**src/rtl/regfile_sb_if.sv**
```systemverilog
// Bus bundle between decode/writeback and the register file with pending-write scoreboard.
// The master side drives addresses and strobes; the slave side returns operands and busy flags.
interface regfile_sb_if #(
  parameter int DATA_W = 32,
  parameter int ADDR_W = 5
);
  logic [ADDR_W-1:0] rd_addr_a;
  logic [ADDR_W-1:0] rd_addr_b;
  logic [DATA_W-1:0] rd_data_a;
  logic [DATA_W-1:0] rd_data_b;
  logic              busy_a;
  logic              busy_b;
  logic              iss_en;
  logic [ADDR_W-1:0] iss_addr;
  logic              wr_en;
  logic [ADDR_W-1:0] wr_addr;
  logic [DATA_W-1:0] wr_data;
  logic [ADDR_W:0]   pend_cnt;
  logic [DATA_W-1:0] dbg_data;

  modport master (
    output rd_addr_a, rd_addr_b, iss_en, iss_addr, wr_en, wr_addr, wr_data,
    input  rd_data_a, rd_data_b, busy_a, busy_b, pend_cnt, dbg_data
  );

  modport slave (
    input  rd_addr_a, rd_addr_b, iss_en, iss_addr, wr_en, wr_addr, wr_data,
    output rd_data_a, rd_data_b, busy_a, busy_b, pend_cnt, dbg_data
  );
endinterface

```
**src/rtl/regfile_sb.sv**
```systemverilog
// Register file with per-register pending bits for RAW hazard detection (x0 hardwired to zero).
// Optional write-to-read forwarding is enabled by defining REGFILE_BYPASS_EN.
module regfile_sb #(
  parameter int DATA_W  = 32,
  parameter int ADDR_W  = 5,
  parameter int DBG_IDX = 8
) (
  input logic          clk,
  input logic          rst,
  regfile_sb_if.slave  bus
);
  localparam int DEPTH = 2 ** ADDR_W;
  localparam logic [ADDR_W-1:0] DBG_A = ADDR_W'(DBG_IDX);

  logic [DATA_W-1:0] mem [DEPTH];
  logic [DEPTH-1:0]  pend;
  logic [DEPTH-1:0]  pend_nxt;
  logic [ADDR_W:0]   cnt;
  logic [ADDR_W:0]   cnt_nxt;
  logic              wr_live;
  logic              iss_live;
  logic              cnt_inc;
  logic              cnt_dec;

  assign wr_live  = bus.wr_en  && (bus.wr_addr  != '0);
  assign iss_live = bus.iss_en && (bus.iss_addr != '0);

  // Clear first, then set, so a same-edge issue to the written register keeps it pending.
  always_comb begin
    pend_nxt = pend;
    if (wr_live)  pend_nxt[bus.wr_addr]  = 1'b0;
    if (iss_live) pend_nxt[bus.iss_addr] = 1'b1;
  end

  assign cnt_inc = iss_live && !pend[bus.iss_addr];
  assign cnt_dec = wr_live && pend[bus.wr_addr] && !(iss_live && (bus.iss_addr == bus.wr_addr));

  always_comb begin
    cnt_nxt = cnt;
    case ({cnt_inc, cnt_dec})
      2'b10:   cnt_nxt = cnt + 1'b1;
      2'b01:   cnt_nxt = cnt - 1'b1;
      default: cnt_nxt = cnt;
    endcase
  end

  always_ff @(posedge clk or posedge rst) begin
    if (rst) begin
      for (int i = 0; i < DEPTH; i++) mem[i] <= '0;
      pend <= '0;
      cnt  <= '0;
    end else begin
      if (wr_live) mem[bus.wr_addr] <= bus.wr_data;
      pend <= pend_nxt;
      cnt  <= cnt_nxt;
    end
  end

  assign bus.pend_cnt = cnt;

`ifdef REGFILE_BYPASS_EN
  logic hit_a, hit_b, hit_dbg, iss_a, iss_b;

  assign hit_a   = wr_live && (bus.wr_addr == bus.rd_addr_a);
  assign hit_b   = wr_live && (bus.wr_addr == bus.rd_addr_b);
  assign hit_dbg = wr_live && (bus.wr_addr == DBG_A);
  assign iss_a   = iss_live && (bus.iss_addr == bus.rd_addr_a);
  assign iss_b   = iss_live && (bus.iss_addr == bus.rd_addr_b);

  // A forwarded operand is no longer outstanding unless a newer producer issues this cycle.
  assign bus.rd_data_a = hit_a ? bus.wr_data : mem[bus.rd_addr_a];
  assign bus.rd_data_b = hit_b ? bus.wr_data : mem[bus.rd_addr_b];
  assign bus.busy_a    = (hit_a && !iss_a) ? 1'b0 : pend[bus.rd_addr_a];
  assign bus.busy_b    = (hit_b && !iss_b) ? 1'b0 : pend[bus.rd_addr_b];
  assign bus.dbg_data  = hit_dbg ? bus.wr_data : mem[DBG_A];
`else
  assign bus.rd_data_a = mem[bus.rd_addr_a];
  assign bus.rd_data_b = mem[bus.rd_addr_b];
  assign bus.busy_a    = pend[bus.rd_addr_a];
  assign bus.busy_b    = pend[bus.rd_addr_b];
  assign bus.dbg_data  = mem[DBG_A];
`endif
endmodule
```
**src/flat_wrapper.sv**
```systemverilog
// flat-port wrapper written by rule: the top's interface ports become plain ports
module regfile_sb_flat 
#(
  parameter int DATA_W  = 32,
  parameter int ADDR_W  = 5,
  parameter int DBG_IDX = 8
)
  (clk, rst, bus_rd_addr_a, bus_rd_addr_b, bus_iss_en, bus_iss_addr, bus_wr_en, bus_wr_addr, bus_wr_data, bus_rd_data_a, bus_rd_data_b, bus_busy_a, bus_busy_b, bus_pend_cnt, bus_dbg_data);
  regfile_sb_if #(.DATA_W(DATA_W), .ADDR_W(ADDR_W)) bus_i ();
  input logic clk;
  input logic rst;
  input wire logic [$bits(bus_i.rd_addr_a)-1:0] bus_rd_addr_a;
  input wire logic [$bits(bus_i.rd_addr_b)-1:0] bus_rd_addr_b;
  input wire logic [$bits(bus_i.iss_en)-1:0] bus_iss_en;
  input wire logic [$bits(bus_i.iss_addr)-1:0] bus_iss_addr;
  input wire logic [$bits(bus_i.wr_en)-1:0] bus_wr_en;
  input wire logic [$bits(bus_i.wr_addr)-1:0] bus_wr_addr;
  input wire logic [$bits(bus_i.wr_data)-1:0] bus_wr_data;
  output wire logic [$bits(bus_i.rd_data_a)-1:0] bus_rd_data_a;
  output wire logic [$bits(bus_i.rd_data_b)-1:0] bus_rd_data_b;
  output wire logic [$bits(bus_i.busy_a)-1:0] bus_busy_a;
  output wire logic [$bits(bus_i.busy_b)-1:0] bus_busy_b;
  output wire logic [$bits(bus_i.pend_cnt)-1:0] bus_pend_cnt;
  output wire logic [$bits(bus_i.dbg_data)-1:0] bus_dbg_data;
  assign bus_i.rd_addr_a = bus_rd_addr_a;
  assign bus_i.rd_addr_b = bus_rd_addr_b;
  assign bus_i.iss_en = bus_iss_en;
  assign bus_i.iss_addr = bus_iss_addr;
  assign bus_i.wr_en = bus_wr_en;
  assign bus_i.wr_addr = bus_wr_addr;
  assign bus_i.wr_data = bus_wr_data;
  assign bus_rd_data_a = bus_i.rd_data_a;
  assign bus_rd_data_b = bus_i.rd_data_b;
  assign bus_busy_a = bus_i.busy_a;
  assign bus_busy_b = bus_i.busy_b;
  assign bus_pend_cnt = bus_i.pend_cnt;
  assign bus_dbg_data = bus_i.dbg_data;
  regfile_sb #(.DATA_W(DATA_W), .ADDR_W(ADDR_W), .DBG_IDX(DBG_IDX)) u_core (.clk(clk), .rst(rst), .bus(bus_i));
endmodule
```
**config.mk**
```make
export PLATFORM = sky130hd
export DESIGN_NAME = regfile_sb_flat
export DESIGN_NICKNAME = d
export VERILOG_FILES = /design/src/rtl/regfile_sb_if.sv /design/src/rtl/regfile_sb.sv /design/src/flat_wrapper.sv
export SDC_FILE = /design/constraint.sdc
export NUM_CORES = 2
export LEC_CHECK = 0
export CAP_MARGIN = 20
export CELL_PAD_IN_SITES_DETAIL_PLACEMENT = 1
export CELL_PAD_IN_SITES_GLOBAL_PLACEMENT = 1
export CORE_MARGIN = 2
export CORE_UTILIZATION = 54
export DETAILED_ROUTE_END_ITERATION = 12
export PLACE_DENSITY_LB_ADDON = 0.1
export SYNTH_ARGS = -nofsm -noshare
export SYNTH_HDL_FRONTEND = slang
export SYNTH_SLANG_ARGS = --single-unit
```
**constraint.sdc**
```tcl
create_clock -name clk -period 51.9 [get_ports clk]
set_input_delay 10.38 -clock clk [delete_from_list [all_inputs] [get_ports clk]]
set_output_delay 10.38 -clock clk [all_outputs]
set_load 0.02 [all_outputs]
```
## After elaboration in Yosys (flattened, before gate mapping)

Cells that the tools add are included.
Widths: inputs -> output; s select.

- Register bits after elaboration: 1,062
- Output and inout bits: 104

- $add $sub $neg: 2
- $lt $le $gt $ge: 10
- Equality and inequality tests: 3
- Muxes and demuxes: 24
- Bitwise operators: 6
- Reductions and logical operators: 14

Operators with widths:

| kind | number |
|---|---|
| $bwmux 1024 | 1 |
| $bmux 32 s5 | 2 |
| $mux 32 | 7 |
| $demux 32 s5 | 1 |
| $and 32x32->32 | 1 |
| $not 32->32 | 1 |
| $or 32x32->32 | 1 |
| $lt 5x6->1 const B | 4 |
| $bmux 1 s5 | 4 |
| $ge 6x6->1 const B | 3 |
| $not 5->6 | 3 |
| $pmux 6 s2 | 1 |
| $demux 1 s5 | 2 |
| $ge 5x1->1 const B | 2 |
| $reduce_bool 5->1 | 2 |
| $logic_and 1x1->1 | 9 |
| $add 6x1->6 const B | 1 |
| $lt 6x1->1 const B | 1 |
| $mux 1 | 6 |
| $sub 6x1->6 const B | 1 |
| $eq 5x5->1 | 1 |
| $eq 2x1->1 const B | 1 |
| $eq 2x2->1 const B | 1 |
| $logic_not 1->1 | 2 |
| $reduce_bool 2->1 | 1 |

## Depth between registers and ports, before layout

- Depth in word-level cells: 9
- Mapped depth: 14
- Depth with buffers taken out: 12

## Worst setup path after synthesis

OpenSTA, ideal clock, no wires.

- Path type: in2out
- Start: in bus_rd_addr_a[0]
- End: out bus_rd_data_a[10]
- Arrival time: 12.007 ns
- Required time: 41.520 ns
- Slack: 29.513 ns
- Stages on the path: 8
- Buffers on the path: 4
- Path through: buf_6 -> buf_8 -> buf_6 -> buf_2 -> mux4_2 -> mux2i_1 -> a22oi_1 -> o21a_1

- Word-level cells in the longest chain between the ends: 4

RTL lines:

| item | RTL line | source |
|---|---|---|
| start, declared | flat_wrapper.sv:12 | `input wire logic [$bits(bus_i.rd_addr_a)-1:0] bus_rd_addr_a;` |
| $not 5->6 (implied by the code) | regfile_sb.sv:77 | `assign bus.rd_data_a = mem[bus.rd_addr_a];` |
| $bmux 32 s5 | regfile_sb.sv:77 |  |
| $mux 32 (implied by the code) (2 in series) | regfile_sb.sv:77 |  |
| end, declared | flat_wrapper.sv:19 | `output wire logic [$bits(bus_i.rd_data_a)-1:0] bus_rd_data_a;` |

No other way between the ends. The select of a mux whose other input is x is not followed.

## Worst setup path in the final report

- Start: in bus_rd_addr_b[0]
- End: out bus_rd_data_b[27]

- Word-level cells in the longest chain between the ends: 4

RTL lines:

| item | RTL line | source |
|---|---|---|
| start, declared | flat_wrapper.sv:13 | `input wire logic [$bits(bus_i.rd_addr_b)-1:0] bus_rd_addr_b;` |
| $not 5->6 (implied by the code) | regfile_sb.sv:78 | `assign bus.rd_data_b = mem[bus.rd_addr_b];` |
| $bmux 32 s5 | regfile_sb.sv:78 |  |
| $mux 32 (implied by the code) (2 in series) | regfile_sb.sv:78 |  |
| end, declared | flat_wrapper.sv:20 | `output wire logic [$bits(bus_i.rd_data_b)-1:0] bus_rd_data_b;` |

No other way between the ends. The select of a mux whose other input is x is not followed.

==> impl_metrics.yaml <==
status:
  status: "finished clean"
clock_tree:
  clockRootBuffer: "clkbuf_16"
  cts_hold_buf: 0
  clk_latency_ns: 0.71
  cts_resized: 0
  cts.sinks: 1062
  cts_tree: "done"
  htreeDepth: 3
  numCtsBuffers: 118
  cts_setup_buffers: 0
  clockBufferDepth: 3
  path_clk_slew_ns: 0.06
logic_synthesis:
  ys_seq_elements: 1062
  synth_flop_cell: "dfrtp_1"
  yosys_warnings: 0
  synth_compound_area_share_pct: 2.49
  synthAdderAreaFrac_pct: 0.144
  synth_area_per_cell_um2: 16.0
  synth_area_leader_cell: "dfrtp_1"
  synthArstFlopShare_pct: 100
  synth_seq_area_share_pct: 46.4
  synth_top_family_by_area: "multiplexers"
  yosys.area_share.simple_pct: 0.911
  netlist_area_um2: 57200
  synthMuxAreaShare_pct: 45.9
  synth_nets: 3637
  synthCells: 3575
  synth_top_area_share_pct: 46.4
  synth.distinct_cells: 53
  synth-edff-count: 0
  netlist_top_cells_area: "dfrtp_1 46%, mux4_2 24%, mux2_2 20%"
  synth_xor_area_share_pct: 0.153
job:
  cap_violations: 0
finish:
  nets: 3574
  area_delta_synth_final_pct: 11.4
  design_area_um2: 63800
  fin_util_pct: 60.6
  final_cells: 5000
  layout-drive-gt1-share_pct: 53.7
  fillers: 9133
timing:
  post-route-period-util_pct: 48.1
  rsz0062_at_grt: "false"
  period_needed_ns: 24.97
  timing.fmax_ghz: 0.0401
  clock_skew_ns: 0.0101
  drv_slew: 0
  setup_viol: 0
  hold_violations: 0
  fin_setup_tns_ns: 0
  hold_ws_ns: 0.396
  worstMarginPinSlew_ns: 1.21
  maxSlewHeadroom_pct: 19.5
worst_setup_path:
  worst_ep_arrival_time_ns: 14.59
  crit_fanout: 64
  slowest_delay_ns: 0.80
  start_kind: "primary input"
  crit_buf_inv: 4
  worst_ep_required_time_ns: 41.52
  endpoint_kind: "output pin"
  crit_slowest_cell: "buf_4"
  path_cells: "buf_8, buf_4, buf_4, mux4_2, mux4_2, o21a_1, clkdlybuf4s50_1"
  path_class: "primary input to output pin"
  crit_family: "buffers and inverters"
hold_path:
  hold_path_class: "flip-flop to flip-flop"
global_route:
  gr-usage-all-layers_pct: 33.8
  grt_max_degree: 122
  grt_pass1_wl_um: 267000
  overflow: 0
  grt_pass1_vias: 38800
  antenna_found_initial: 10
die:
  die_w_um: 330
  io_pins: 160
  fp.dieH_um: 330
  rows: 119
  core_um2: 105000
  start_util_pct: 54.4
  dieArea_um2: 109000
pwr:
  leakage_nw: 27.3
  peakVddDrop_v: 0.0000323
  powerDensity_nw_per_um2: 39.9
routing:
  wl_per_cell_um: 35.9
  route.detailed.drc: 0
  vias: 35100
  drt_iter0_markers: 3375
  drt_wl_total_um: 180000
  postRouteAntennaNets: 0
  dr.pass1.iters: 5
  routed_via_density: 7.03
placed_design:
  dpl.hpwl_um: 106000
  port_buffers: 159
  gp_congestion: 0.855
  dp_cells: 4752
  dpl_cell_area_um2: 59100
==> area by class of cell <==
| cell class | count | area (um^2) | share of cell area (%) |
|---|---|---|---|
| repair buffers | 264 | 2940 | 4.61 |
| diodes | 3 | 7.51 | 0.0118 |
| multi-input cells | 2060 | 28500 | 44.8 |
| flip-flops and latches | 1062 | 26600 | 41.7 |
| well taps | 1391 | 1740 | 2.73 |
| clock buffers | 184 | 3590 | 5.64 |
| inverters | 6 | 30.0 | 0.0471 |
| clock inverters | 30 | 338 | 0.530 |
==> layer usage <==
| metal | track usage [%] | wire [um] |
|---|---|---|
| met5 | 0 | 63 |
| met4 | 10.5 | 5980 |
| met3 | 6.71 | 11800 |
| met2 | 53.0 | 85200 |
| met1 | 48.0 | 76500 |
==> cells by family after synthesis <==
logic type               after synthesis
adder cells (fa/ha/maj)                6
XOR/XNOR                              10
flip-flops                          1062
multiplexers                        1741
AND/OR/NAND/NOR                      104
buffers and inverters                453
AO/OA/AOI/OAI                        199
==> sequential cells by signal, indices dropped and copies added, names as in the netlist <==
name and cells:
u_core.mem 992, u_core.bus.dbg_data 32, u_core.bus.pend_cnt 6, u_core.pend 32
==> synth_stat cells, types with 2 or more instances <==
library cell and instances:
a21oi_1 5, a22o_1 10, a22oi_1 66, a32o_1 4, and2_1 3, buf_1 45, buf_12 6, buf_2 114
buf_4 36, buf_6 24, buf_8 2, clkbuf_1 220, dfrtp_1 1062, ha_1 5, inv_1 6, mux2_2 995
mux2i_1 140, mux4_1 4, mux4_2 602, nand2_1 36, nand2b_1 5, nand3_1 8, nand3b_1 3, nand4_1 2
nand4b_1 2, nor2_1 20, nor2b_1 7, nor3_1 3, nor3b_1 3, nor4_1 2, o2111ai_1 3, o21a_1 66
o21ai_0 33, o21bai_1 2, o31ai_1 2, or2_2 4, xnor2_1 3, xor2_1 7
==> placed cells by master (no fill, tap or decap), types with 13 or more instances in the layout <==
cell type,instances
dfrtp_1,1062
mux2_2,995
mux4_2,602
clkdlybuf4s50_1,149
mux2i_1,140
clkbuf_16,132
buf_4,73
a22oi_1,66
o21a_1,66
clkbuf_8,35
o21ai_0,33
clkbuf_1,29
nand2_1,22
clkinv_2,18
nand2_2,14
buf_16,13
==> final timing paths <==
| path | start | endpoint | slack (ns) | depth (start not counted) |
|---|---|---|---|---|
| max | bus_rd_addr_b[0] | bus_rd_data_b[27] | 26.93 | 7 |
| min | u_core.mem[992] | u_core.mem[992] | 0.40 | 0 |
| max reg2reg | u_core.pend[3] | u_core.bus.pend_cnt[4] | 48.00 | 12 |
| min reg2reg | u_core.mem[992] | u_core.mem[992] | 0.40 | 0 |
| max in group asynchronous | rst | u_core.mem[341] | 38.59 | 5 |
| min in group asynchronous | rst | u_core.mem[937] | 10.19 | 2 |
==> per-stage QoR <==
step	power, W	setup WS [ns]
2_1_floorplan	0.00152	11.63
3_3_place_gp	0.00165	26.88
3_5_place_dp	0.00169	26.84
4_1_cts	0.00255	26.83
5_1_grt	0.00264	26.59
6_report	0.00255	26.93
==> report_power, final <==
group | switching [W] | internal, W | total (W)
logic | 0.000235 | 0.000341 | 0.000576
clock network | 0.000349 | 0.000502 | 0.000850
registers | 0.000133 | 0.000988 | 0.00112
No activity file was read; power rests on OpenSTA's default activity.
